File: config.mk
export PLATFORM = sky130hd
export DESIGN_NAME = ifetch_ctrl_flat
export DESIGN_NICKNAME = d
export VERILOG_FILES = /design/src/rtl/ifetch_ctrl_pkg.sv /design/src/rtl/ifetch_ctrl_if.sv /design/src/rtl/ifetch_ctrl_sync_fifo.sv /design/src/rtl/ifetch_ctrl.sv /design/src/flat_wrapper.sv
export SDC_FILE = /design/constraint.sdc
export NUM_CORES = 1
export LEC_CHECK = 0
export BUFFER_PORTS_ARGS = -buffer_cell sky130_fd_sc_hd__buf_2
export CAP_MARGIN = 20
export CORE_MARGIN = 4
export CORE_UTILIZATION = 60
export DETAILED_ROUTE_END_ITERATION = 8
export HOLD_SLACK_MARGIN = 0.12
export PLACE_DENSITY_LB_ADDON = 0.08
export SLEW_MARGIN = 0
export SYNTH_ARGS = -nofsm -noshare
export SYNTH_HDL_FRONTEND = slang
export SYNTH_SLANG_ARGS = --single-unit
export TNS_END_PERCENT = 5
File: constraint.sdc
create_clock -name clk -period 16.75 [get_ports clk]
set_clock_uncertainty 0.15 [all_clocks]
set_input_delay 1.675 -clock clk [delete_from_list [all_inputs] [get_ports clk]]
set_output_delay 1.675 -clock clk [all_outputs]
set_load 0.01 [all_outputs]
File: src/rtl/ifetch_ctrl_pkg.sv
`default_nettype none
// ============================================================================
// Module      : ifetch_ctrl_pkg
// Description : Shared widths, reset PC, FSM encodings and the redirect
//               priority helper for the instruction fetch controller.
// Revision    : 1.0 - initial release
// ============================================================================
package ifetch_ctrl_pkg;

    localparam int          XLEN_DEFAULT     = 64;
    localparam logic [63:0] PC_RESET_DEFAULT = 64'h8000_0000;

    // Fetch FSM encodings
    localparam logic [0:0] S_IDLE  = 1'b0;
    localparam logic [0:0] S_FETCH = 1'b1;

    typedef enum logic [1:0] {
        REDIR_NONE   = 2'd0,
        REDIR_FLUSH  = 2'd1,
        REDIR_TRAP   = 2'd2,
        REDIR_BRANCH = 2'd3
    } redir_e;

    // Flush beats trap, trap beats branch.
    function automatic redir_e redir_sel(input logic flush, input logic trap, input logic branch);
        redir_e sel;
        sel = REDIR_NONE;
        if (flush)       sel = REDIR_FLUSH;
        else if (trap)   sel = REDIR_TRAP;
        else if (branch) sel = REDIR_BRANCH;
        return sel;
    endfunction

endpackage
`default_nettype wire

File: src/rtl/ifetch_ctrl_if.sv
`default_nettype none
// ============================================================================
// Module      : ifetch_ctrl_if
// Description : Instruction bus request/response and IF/ID hand-off signals.
//               master = fetch controller, slave = bus plus decode stage.
// Revision    : 1.0 - initial release
// ============================================================================
interface ifetch_ctrl_if
    import ifetch_ctrl_pkg::*;
#(
    parameter int XLEN = XLEN_DEFAULT
);
    logic            req_valid_o;
    logic [XLEN-1:0] req_addr_o;
    logic            addr_ok_i;
    logic            rdata_valid_i;
    logic [31:0]     rdata_i;
    logic            inst_valid_o;
    logic [31:0]     inst_o;
    logic [XLEN-1:0] inst_pc_o;
    logic            inst_ready_i;

    modport master (
        output req_valid_o, req_addr_o,
        input  addr_ok_i, rdata_valid_i, rdata_i,
        output inst_valid_o, inst_o, inst_pc_o,
        input  inst_ready_i
    );

    modport slave (
        input  req_valid_o, req_addr_o,
        output addr_ok_i, rdata_valid_i, rdata_i,
        input  inst_valid_o, inst_o, inst_pc_o,
        output inst_ready_i
    );
endinterface
`default_nettype wire

File: src/rtl/ifetch_ctrl_sync_fifo.sv
`default_nettype none
// ============================================================================
// Module      : ifetch_ctrl_sync_fifo
// Description : Small synchronous FIFO with clear, used for pending fetch PCs
//               and for buffered fetch responses.
// Revision    : 1.0 - initial release
// ============================================================================
module ifetch_ctrl_sync_fifo #(
    parameter int WIDTH = 32,
    parameter int DEPTH = 2
) (
    input  wire logic                         clk,
    input  wire logic                         rst,
    input  wire logic                         push,
    input  wire logic [WIDTH-1:0]             push_data,
    input  wire logic                         pop,
    input  wire logic                         clear,
    output logic      [WIDTH-1:0]             pop_data,
    output logic                              full,
    output logic                              empty,
    output logic      [$clog2(DEPTH+1)-1:0]   count
);
    localparam int            CW     = $clog2(DEPTH + 1);
    localparam int            AW     = (DEPTH > 1) ? $clog2(DEPTH) : 1;
    localparam logic [AW-1:0] c_last = AW'(DEPTH - 1);

    logic [WIDTH-1:0] r_mem [DEPTH];
    logic [AW-1:0]    r_wr_ptr;
    logic [AW-1:0]    r_rd_ptr;
    logic [CW-1:0]    r_count;
    logic             w_do_push;
    logic             w_do_pop;

    assign w_do_push = push & ~full;
    assign w_do_pop  = pop & ~empty;
    assign full      = (r_count == CW'(DEPTH));
    assign empty     = (r_count == '0);
    assign count     = r_count;
    assign pop_data  = r_mem[r_rd_ptr];

    // Pointer and occupancy tracking; clear wins over any same-cycle push/pop
    always_ff @(posedge clk) begin
        if (rst || clear) begin
            r_wr_ptr <= '0;
            r_rd_ptr <= '0;
            r_count  <= '0;
        end else begin
            if (w_do_push) r_wr_ptr <= (r_wr_ptr == c_last) ? '0 : r_wr_ptr + 1'b1;
            if (w_do_pop)  r_rd_ptr <= (r_rd_ptr == c_last) ? '0 : r_rd_ptr + 1'b1;
            case ({w_do_push, w_do_pop})
                2'b10:   r_count <= r_count + 1'b1;
                2'b01:   r_count <= r_count - 1'b1;
                default: r_count <= r_count;
            endcase
        end
    end

    // Entry storage
    always_ff @(posedge clk) begin
        if (rst) begin
            for (int i = 0; i < DEPTH; i++) r_mem[i] <= '0;
        end else if (w_do_push && !clear) begin
            r_mem[r_wr_ptr] <= push_data;
        end
    end

endmodule
`default_nettype wire

File: src/rtl/ifetch_ctrl.sv
`default_nettype none
// ============================================================================
// Module      : ifetch_ctrl
// Description : Owns the fetch PC, issues in-order bus reads with a credit
//               limit of DEPTH, discards responses made stale by redirects
//               and buffers fetched words for the IF/ID stage.
// Revision    : 1.0 - initial release
// ============================================================================
module ifetch_ctrl
    import ifetch_ctrl_pkg::*;
#(
    parameter int              XLEN          = XLEN_DEFAULT,
    parameter logic [XLEN-1:0] PC_RESET_ADDR = XLEN'(PC_RESET_DEFAULT),
    parameter int              DEPTH         = 2
) (
    input  wire logic            clk,
    input  wire logic            rst,
    input  wire logic            stall_i,
    input  wire logic            flush_i,
    input  wire logic            clint_pc_valid_i,
    input  wire logic [XLEN-1:0] clint_pc_i,
    input  wire logic            branch_pc_valid_i,
    input  wire logic [XLEN-1:0] branch_pc_i,
    ifetch_ctrl_if.master        bus,
    output logic                 protocol_err_o
);
    localparam int          CW      = $clog2(DEPTH + 1);
    localparam logic [CW:0] c_depth = (CW + 1)'(DEPTH);

    logic [0:0]         r_state;
    logic [XLEN-1:0]    r_pc;
    logic [CW-1:0]      r_kill_cnt;
    logic               r_protocol_err;

    logic [CW-1:0]      w_pend_cnt;
    logic [CW-1:0]      w_buf_cnt;
    logic [CW:0]        w_credit_used;
    logic [CW-1:0]      w_pend_next;
    logic               w_pend_full, w_pend_empty;
    logic               w_buf_full, w_buf_empty;
    logic [XLEN-1:0]    w_pend_head;
    logic [XLEN+31:0]   w_buf_head;
    logic               w_fetch, w_req_valid, w_accept;
    redir_e             w_redir;
    logic               w_redirect, w_kill_redirect;
    logic [XLEN-1:0]    w_target;
    logic               w_rsp_legal, w_rsp_kill;
    logic               w_buf_push, w_buf_pop;

    assign w_fetch       = (r_state == S_FETCH);
    assign w_credit_used = {1'b0, w_pend_cnt} + {1'b0, w_buf_cnt};
    // The full flags are implied by the credit sum; kept as a guard on the FIFOs
    assign w_req_valid   = w_fetch & ~stall_i & (w_credit_used < c_depth) & ~w_pend_full & ~w_buf_full;
    assign w_accept      = w_req_valid & bus.addr_ok_i;

    assign w_redir         = redir_sel(flush_i, clint_pc_valid_i, branch_pc_valid_i);
    assign w_redirect      = (w_redir != REDIR_NONE);
    assign w_kill_redirect = w_fetch & w_redirect;

    // Redirect target selection
    always_comb begin
        w_target = branch_pc_i;
        case (w_redir)
            REDIR_FLUSH: w_target = PC_RESET_ADDR;
            REDIR_TRAP:  w_target = clint_pc_i;
            default:     w_target = branch_pc_i;
        endcase
    end

    // Responses with nothing pending are dropped; stale ones are popped but discarded
    assign w_rsp_legal = bus.rdata_valid_i & ~w_pend_empty;
    assign w_rsp_kill  = w_rsp_legal & (r_kill_cnt != '0);
    assign w_buf_push  = w_rsp_legal & ~w_rsp_kill & ~w_kill_redirect;
    assign w_buf_pop   = ~w_buf_empty & bus.inst_ready_i & ~w_kill_redirect;
    assign w_pend_next = w_pend_cnt + CW'(w_accept) - CW'(w_rsp_legal);

    ifetch_ctrl_sync_fifo #(.WIDTH(XLEN), .DEPTH(DEPTH)) u_pend_fifo (
        .clk       (clk),
        .rst       (rst),
        .push      (w_accept),
        .push_data (r_pc),
        .pop       (w_rsp_legal),
        .clear     (1'b0),
        .pop_data  (w_pend_head),
        .full      (w_pend_full),
        .empty     (w_pend_empty),
        .count     (w_pend_cnt)
    );

    ifetch_ctrl_sync_fifo #(.WIDTH(XLEN + 32), .DEPTH(DEPTH)) u_rsp_fifo (
        .clk       (clk),
        .rst       (rst),
        .push      (w_buf_push),
        .push_data ({w_pend_head, bus.rdata_i}),
        .pop       (w_buf_pop),
        .clear     (w_kill_redirect),
        .pop_data  (w_buf_head),
        .full      (w_buf_full),
        .empty     (w_buf_empty),
        .count     (w_buf_cnt)
    );

    // Idle for exactly one cycle after reset, then fetch forever
    always_ff @(posedge clk) begin
        if (rst) r_state <= S_IDLE;
        else     r_state <= S_FETCH;
    end

    // Fetch PC: a redirect overrides the sequential advance
    always_ff @(posedge clk) begin
        if (rst)             r_pc <= PC_RESET_ADDR;
        else if (w_redirect) r_pc <= w_target;
        else if (w_accept)   r_pc <= r_pc + XLEN'(4);
    end

    // Number of in-flight requests whose responses must be thrown away
    always_ff @(posedge clk) begin
        if (rst)                  r_kill_cnt <= '0;
        else if (w_kill_redirect) r_kill_cnt <= w_pend_next;
        else if (w_rsp_kill)      r_kill_cnt <= r_kill_cnt - 1'b1;
    end

    // Sticky flag for a response that had no matching request
    always_ff @(posedge clk) begin
        if (rst)                                      r_protocol_err <= 1'b0;
        else if (bus.rdata_valid_i && w_pend_empty)   r_protocol_err <= 1'b1;
    end

    assign bus.req_valid_o  = w_req_valid;
    assign bus.req_addr_o   = r_pc;
    assign bus.inst_valid_o = ~w_buf_empty;
    assign bus.inst_pc_o    = w_buf_head[XLEN+31:32];
    assign bus.inst_o       = w_buf_head[31:0];
    assign protocol_err_o   = r_protocol_err;

endmodule
`default_nettype wire

File: src/flat_wrapper.sv
// flat-port wrapper written by rule: the top's interface ports become plain ports
module ifetch_ctrl_flat import ifetch_ctrl_pkg::*;
#(
    parameter int              XLEN          = XLEN_DEFAULT,
    parameter logic [XLEN-1:0] PC_RESET_ADDR = XLEN'(PC_RESET_DEFAULT),
    parameter int              DEPTH         = 2
)
  (clk, rst, stall_i, flush_i, clint_pc_valid_i, clint_pc_i, branch_pc_valid_i, branch_pc_i, protocol_err_o, bus_req_valid_o, bus_req_addr_o, bus_addr_ok_i, bus_rdata_valid_i, bus_rdata_i, bus_inst_valid_o, bus_inst_o, bus_inst_pc_o, bus_inst_ready_i);
  ifetch_ctrl_if #(.XLEN(XLEN)) bus_i ();
  input  wire logic clk;
  input  wire logic rst;
  input  wire logic stall_i;
  input  wire logic flush_i;
  input  wire logic clint_pc_valid_i;
  input  wire logic [XLEN-1:0] clint_pc_i;
  input  wire logic branch_pc_valid_i;
  input  wire logic [XLEN-1:0] branch_pc_i;
  output logic protocol_err_o;
  output wire logic [$bits(bus_i.req_valid_o)-1:0] bus_req_valid_o;
  output wire logic [$bits(bus_i.req_addr_o)-1:0] bus_req_addr_o;
  input wire logic [$bits(bus_i.addr_ok_i)-1:0] bus_addr_ok_i;
  input wire logic [$bits(bus_i.rdata_valid_i)-1:0] bus_rdata_valid_i;
  input wire logic [$bits(bus_i.rdata_i)-1:0] bus_rdata_i;
  output wire logic [$bits(bus_i.inst_valid_o)-1:0] bus_inst_valid_o;
  output wire logic [$bits(bus_i.inst_o)-1:0] bus_inst_o;
  output wire logic [$bits(bus_i.inst_pc_o)-1:0] bus_inst_pc_o;
  input wire logic [$bits(bus_i.inst_ready_i)-1:0] bus_inst_ready_i;
  assign bus_req_valid_o = bus_i.req_valid_o;
  assign bus_req_addr_o = bus_i.req_addr_o;
  assign bus_i.addr_ok_i = bus_addr_ok_i;
  assign bus_i.rdata_valid_i = bus_rdata_valid_i;
  assign bus_i.rdata_i = bus_rdata_i;
  assign bus_inst_valid_o = bus_i.inst_valid_o;
  assign bus_inst_o = bus_i.inst_o;
  assign bus_inst_pc_o = bus_i.inst_pc_o;
  assign bus_i.inst_ready_i = bus_inst_ready_i;
  ifetch_ctrl #(.XLEN(XLEN), .PC_RESET_ADDR(PC_RESET_ADDR), .DEPTH(DEPTH)) u_core (.clk(clk), .rst(rst), .stall_i(stall_i), .flush_i(flush_i), .clint_pc_valid_i(clint_pc_valid_i), .clint_pc_i(clint_pc_i), .branch_pc_valid_i(branch_pc_valid_i), .branch_pc_i(branch_pc_i), .bus(bus_i), .protocol_err_o(protocol_err_o));
endmodule
==> qor.txt, run 1 <==
Worst path slowest cell - ha_4
CP arrival - 5.15 ns
Final Non-Filler Cells - 2123
sequential area share after synthesis - 62.2%
Antenna Diode Count - 0
crit start category - input pin
max cap viols - 0
crit-path max FO - 70
GRT Total Usage - 26.9%
Worst-Skew Late Latency - 0.53 ns
RSZ-0062 raised after global routing - false
minimum clock period after layout - 5.14 ns
DRT iter0 DRCs - 871
Hold Vio Cnt, Final - 0
IO Count - 332
leading area contributor after synthesis - edfxtp_1
drt via density - 5.84
total gr overflow - 0
post-synthesis async set-or-reset flop share - 0%
layout net count - 1882
ys flop type - edfxtp_1
Worst EP required - 16.76 ns
drt drc - 0
final WL - 45100 um
LEAKAGE - 0.00805 uW
FILL cells - 2073
initial antenna violation count - 0
Comb pwr share - 12.5%
Peak VDD IR - 0.0633 mV
CTS tree - built
Rows - 63
RD Place Congestion - 0.902
number of synthesized flops with an enable pin - 320
worst path cell trace - buf_2 -> a21oi_1 -> ha_4 -> nand2b_1 -> nand4_1 -> inv_1 -> nand2_1 -> nand2_4 -> buf_4
cell internal pwr - 1720 uW
wire per inst - 21.2 um
Pre-Repair DR Iteration Count - 5
Inserted Clock Buffers - 40
largest family of logic cells by synthesized area - simple AND/OR/NAND/NOR gates
Clk pwr share - 35.8%
Synth Instances - 1405
vias in the first global route - 12353
H-tree levels - 2
Cell Area, Synth - 17900 um^2
post-cts repair resize count - 0
Die Width - 181 um
FF/Latch Area - 11200 um^2
WS Path Type - in -> reg
period utilization - 30.7%
via count - 12404
most common cell after layout, fill and taps aside - buf_2
synthesis warning total - 0
Sw Share - 25.2%
clock-pin slew on the worst setup and hold paths - 0.06 ns
FF+latch count, synth - 398
fmax - 194 MHz
die area - 32700 um^2
layout cell share with drive strength beyond 1 - 30.5%
area share of the largest cell type after synthesis - 53.5%
CP max stage delay - 0.75 ns
Synth Area in Compound Gates - 6.56%
multiplexer share of the synthesized area - 9.70%
worst slew pin tran - 1.07 ns
pwr/cell area - 109 nW/um^2
Avg Cell Area, Syn - 12.8 um^2
post-CTS setup buffers - 0
most frequent cells in the layout - buf_2 (331), edfxtp_1 (320), and2_1 (186), nor2_1 (157), mux2_2 (96)
post-synthesis xor/xnor area fraction - 3.12%
slew margin rel. - 28.8%
Fin Setup TNS - 0 ns
clock buffer depth - 3
Max Slew Vio Count - 0
input/output buffers - 331
largest net degree at the start of global routing - 71
hpwl dp - 29200 um
Inst Count DP - 2051
Setup-failing EPs final - 0
largest cells by area after synthesis - edfxtp_1 (54%), dfxtp_1 (8.7%), and2_1 (6.5%)
Hold Buf Count CTS - 0
core footprint - 29600 um^2
syn_nets - 1584
Min-Delay Path Class - reg -> reg
sw power - 578 uW
Num Clock Sinks - 398
Starting Density - 60.7%
adder-cell share of the synthesized area - 0.739%
clock root buffer - clkbuf_16
Seq pwr share - 51.7%
CP Capture Type - flip-flop
Simple-Gate Fraction of Synth Area - 14.9%
Netlist cell types - 51
die height - 181 um
area growth from synthesis to layout - 17.6%
Routed Antenna Nets - 0
multi-input logic area - 6360 um^2
outcome - completed
first-pass GRT wire length - 69600 um
registers in the layout (all words and copies together), names as in the netlist, named ones only:
| register | cells |
|---|---|
| u_core.u_pend_fifo.r_wr_ptr | 1 |
| u_core.u_rsp_fifo.count | 2 |
| u_core.protocol_err_o | 1 |
| u_core.u_pend_fifo.r_mem | 128 |
| u_core.u_rsp_fifo.r_wr_ptr | 1 |
| u_core.r_state | 1 |
| u_core.bus.req_addr_o | 64 |
| u_core.u_pend_fifo.count | 2 |
| u_core.u_pend_fifo.r_rd_ptr | 1 |
| u_core.u_rsp_fifo.r_mem | 192 |
| u_core.r_kill_cnt | 2 |
| u_core.u_rsp_fifo.r_rd_ptr | 1 |
final cells by class:
type / count / share of cell area (%)
clock buffer: 58 / 5.31
sequential: 398 / 53.0
inverter: 18 / 0.344
multi-input combinational: 894 / 30.1
timing repair buffer: 351 / 8.60
tap: 390 / 2.31
clock inverter: 14 / 0.332
synthesized netlist by cell type (9+ instances only):
cell      number
a211oi_1      46
a21oi_1       15
a221oi_1      55
and2_1       187
and3_1        13
clkbuf_1      79
dfxtp_1       78
edfxtp_1     320
ha_1           9
inv_1         15
mux2_2        96
mux2i_1       66
nand2_1       30
nand3_1       22
nand4_1       23
nor2_1       158
nor3_1        21
nor4_1        11
o21ai_0       13
or3_1         12
xnor2_1       32
xor2_1        32
layer usage:
layer  vias up  track usage, %  routed length [um]
met5         -               0                   0
met1      6017            36.9               18800
li1       5766               -                   -
met4         0            9.55                1540
met2       535            43.7               21400
met3        86            4.93                3410
worst max-delay path: cells and delay by family:
family          cells  cell delay (ns)
simple gates        4             1.28
buf+inv             3             0.99
compound gates      1             0.40
fa+ha+maj           1             0.75
power by group through the flow:
stage	sequential (uW)	clock (uW)	combinational (uW)
6_report	1190	822	287
5_1_grt	1190	874	310
4_1_cts	1190	831	289
3_5_place_dp	1210	0	287
3_3_place_gp	1200	0	282
2_1_floorplan	1190	0	181
metrics by stage:
step	power [uW]	setup WS [ns]	utilization, %	instance area (um^2)	hold slack (ns)
after floorplan	1380	6.39	-	17900	0.322
after global placement	1480	11.18	67.3	19900	0.306
after detailed placement	1490	11.03	67.4	19900	0.310
after CTS	2310	11.58	71.4	21100	0.332
after global routing	2380	11.27	71.4	21100	0.372
final	2300	11.61	71.4	21100	0.327
path summary, 6_finish.rpt:
kind / start / to / slack (ns) / cells after the start
min reg2reg: u_core.protocol_err_o / u_core.protocol_err_o / 0.33 / 2
max reg2reg: u_core.u_pend_fifo.count[0] / u_core.u_pend_fifo.r_mem[0][48] / 11.93 / 7
min: u_core.protocol_err_o / u_core.protocol_err_o / 0.33 / 2
max: branch_pc_valid_i / u_core.u_rsp_fifo.r_mem[1][85] / 11.61 / 9
cells by family (layout without fill, tap and decap cells):
family,count (synthesis),count (layout)
AOI/OAI and AO/OA,156,156
xor gates and xnor gates,64,64
adders and majority gates,10,10
buffers and inverters,113,441
DFF,398,398
muxes,162,162
and+or+nand+nor,502,502
No activity file was read; power rests on OpenSTA's default activity.
==> inputs of run 2 (changes only) <==
Settings changed: CORE_UTILIZATION 60 to 56.
Clock period 16.75 ns to 5.39 ns, I/O delays scaled along.
==> run 2 against run 1 <==
  * Flip-flop and latch count stayed put
  * Total power increased to 3.3 times the previous value
  * Critical path depth unchanged
  * Sequential share of layout area is 0.64 points lower
  * Final cell count rose by 0.85%
  * Worst setup slack worse by 10 ns
  * Utilization shrank 3.7 points
  * Critical endpoint is now u_core.bus.req_addr_o[59]
  * Largest cell class unchanged
  * Largest power group unchanged
  * Highest routed layer unchanged
==> qor.txt, run 2 (synthesis results as in run 1) <==
outcome - completed
die area - 35000 um^2
Rows - 65
gr busiest metal - met2
vias in the first global route - 12410
total gr overflow - 0
slew margin rel. - 26.9%
drt drc - 0
clock-pin slew on the worst setup and hold paths - 0.06 ns
initial antenna violation count - 0
final WL - 46100 um
RD Place Congestion - 0.854
multi-input logic area - 6360 um^2
first-pass GRT wire length - 72100 um
Num Clock Sinks - 398
minimum clock period after layout - 3.82 ns
FF/Latch Area - 11200 um^2
CP max stage delay - 0.57 ns
DRT iter0 DRCs - 931
post-CTS setup buffers - 0
Worst path slowest cell - nor4_4
Crit path max-delay family - simple AND/OR/NAND/NOR gates
WS Path Type - reg -> reg
hpwl dp - 30500 um
Worst EP required - 5.68 ns
IO Count - 332
Pre-Repair DR Iteration Count - 5
clock buffer depth - 3
crit-path max FO - 19
most common cell after layout, fill and taps aside - buf_2
met1 usage - 35.4%
Setup-failing EPs final - 0
CTS tree - built
crit start category - flip-flop
post-cts repair resize count - 0
largest net degree at the start of global routing - 83
GRT Total Usage - 26.0%
final core utilization - 67.7%
max cap viols - 0
pwr/cell area - 349 nW/um^2
GR Util met2 - 43.9%
PnR Total Power - 7470 uW
max FFs per register - 192
via count - 12354
Hold Buf Count CTS - 0
CP Capture Type - flip-flop
fmax - 262 MHz
Hold Vio Cnt, Final - 0
clock root buffer - clkbuf_16
slack of the worst reg-to-reg path - 1.57 ns
Biggest register - u_core.u_rsp_fifo.r_mem
Buf/Inv on CP - 1
Worst-Skew Late Latency - 0.53 ns
Min-Delay Path Class - in -> reg
layout net count - 1886
Peak VDD IR - 0.188 mV
Die Width - 187 um
drt via density - 5.77
worst slew pin tran - 1.10 ns
die height - 187 um
H-tree levels - 2
Inserted Clock Buffers - 42
CP arrival - 4.11 ns
most frequent cells in the layout - buf_2 (331), edfxtp_1 (320), and2_1 (186), nor2_1 (157), mux2_2 (96)
FILL cells - 2432
LEAKAGE - 0.00816 uW
Max Slew Vio Count - 0
core footprint - 31600 um^2
RSZ-0062 raised after global routing - false
Routed Antenna Nets - 0
layout cell share with drive strength beyond 1 - 31.1%
area growth from synthesis to layout - 19.0%
met3 GRT Util - 4.61%
Antenna Diode Count - 0
worst path cell trace - and2_1 -> fa_1 -> nor4b_1 -> and4_1 -> clkinv_4 -> nor4_4 -> or4b_4 -> or3_1 -> a311oi_1
Starting Density - 56.9%
period utilization - 70.9%
Hold Slack - 0.143 ns
input/output buffers - 331
wire per inst - 21.5 um
-- run 2: final timing paths --
kind / start / endpoint / cells past startpoint
worst max-delay path: u_core.u_pend_fifo.count[0] / u_core.bus.req_addr_o[59] / 9
worst min register to register: u_core.protocol_err_o / u_core.protocol_err_o / 2
worst min-delay path: bus_rdata_i[21] / u_core.u_rsp_fifo.r_mem[0][21] / 2
worst max register to register: u_core.u_pend_fifo.count[0] / u_core.bus.req_addr_o[59] / 9
-- run 2: per-stage QoR --
stage                     TNS, ns  cell area [um^2]  cells  worst slack (ns)
after floorplan             -2.32             18000   1405           -0.0363
after global placement          0             20000   2064              1.53
after detailed placement        0             20000   2065              1.38
after CTS                       0             21400   2141              1.58
after global routing            0             21400   2141              1.36
final                           0             21400   2141              1.57
-- run 2: layout make-up --
| type | instances | area share [%] |
|---|---|---|
| Multi-Input combinational cell | 894 | 29.8 |
| Inverter | 18 | 0.340 |
| Timing Repair Buffer | 353 | 8.80 |
| Sequential cell | 398 | 52.3 |
| Clock buffer | 51 | 5.22 |
| Tap cell | 402 | 2.35 |
| Clock inverter | 25 | 1.19 |
-- run 2: where the power goes --
| group | total (uW) | switching (uW) | internal (uW) |
|---|---|---|---|
| Combinational | 894 | 518 | 377 |
| Clock | 2880 | 1170 | 1710 |
| Sequential | 3690 | 171 | 3520 |
| Total | 7470 | 1860 | 5610 |
-- run 2: metal layers --
layer	vias up	routed length, um
li1	5777	-
met5	-	0
met2	471	22600
met4	0	863
met3	50	3320
met1	6056	19400
-- run 2: worst register-to-register path: cells and delay by family (launching register included) --
family	cells	cell delay [ns]
and+or+nand+nor	6	2.30
AOI/OAI and AO/OA	1	0.24
buffers and inverters	1	0.19
adders and majority gates	1	0.41
DFF	1	0.46
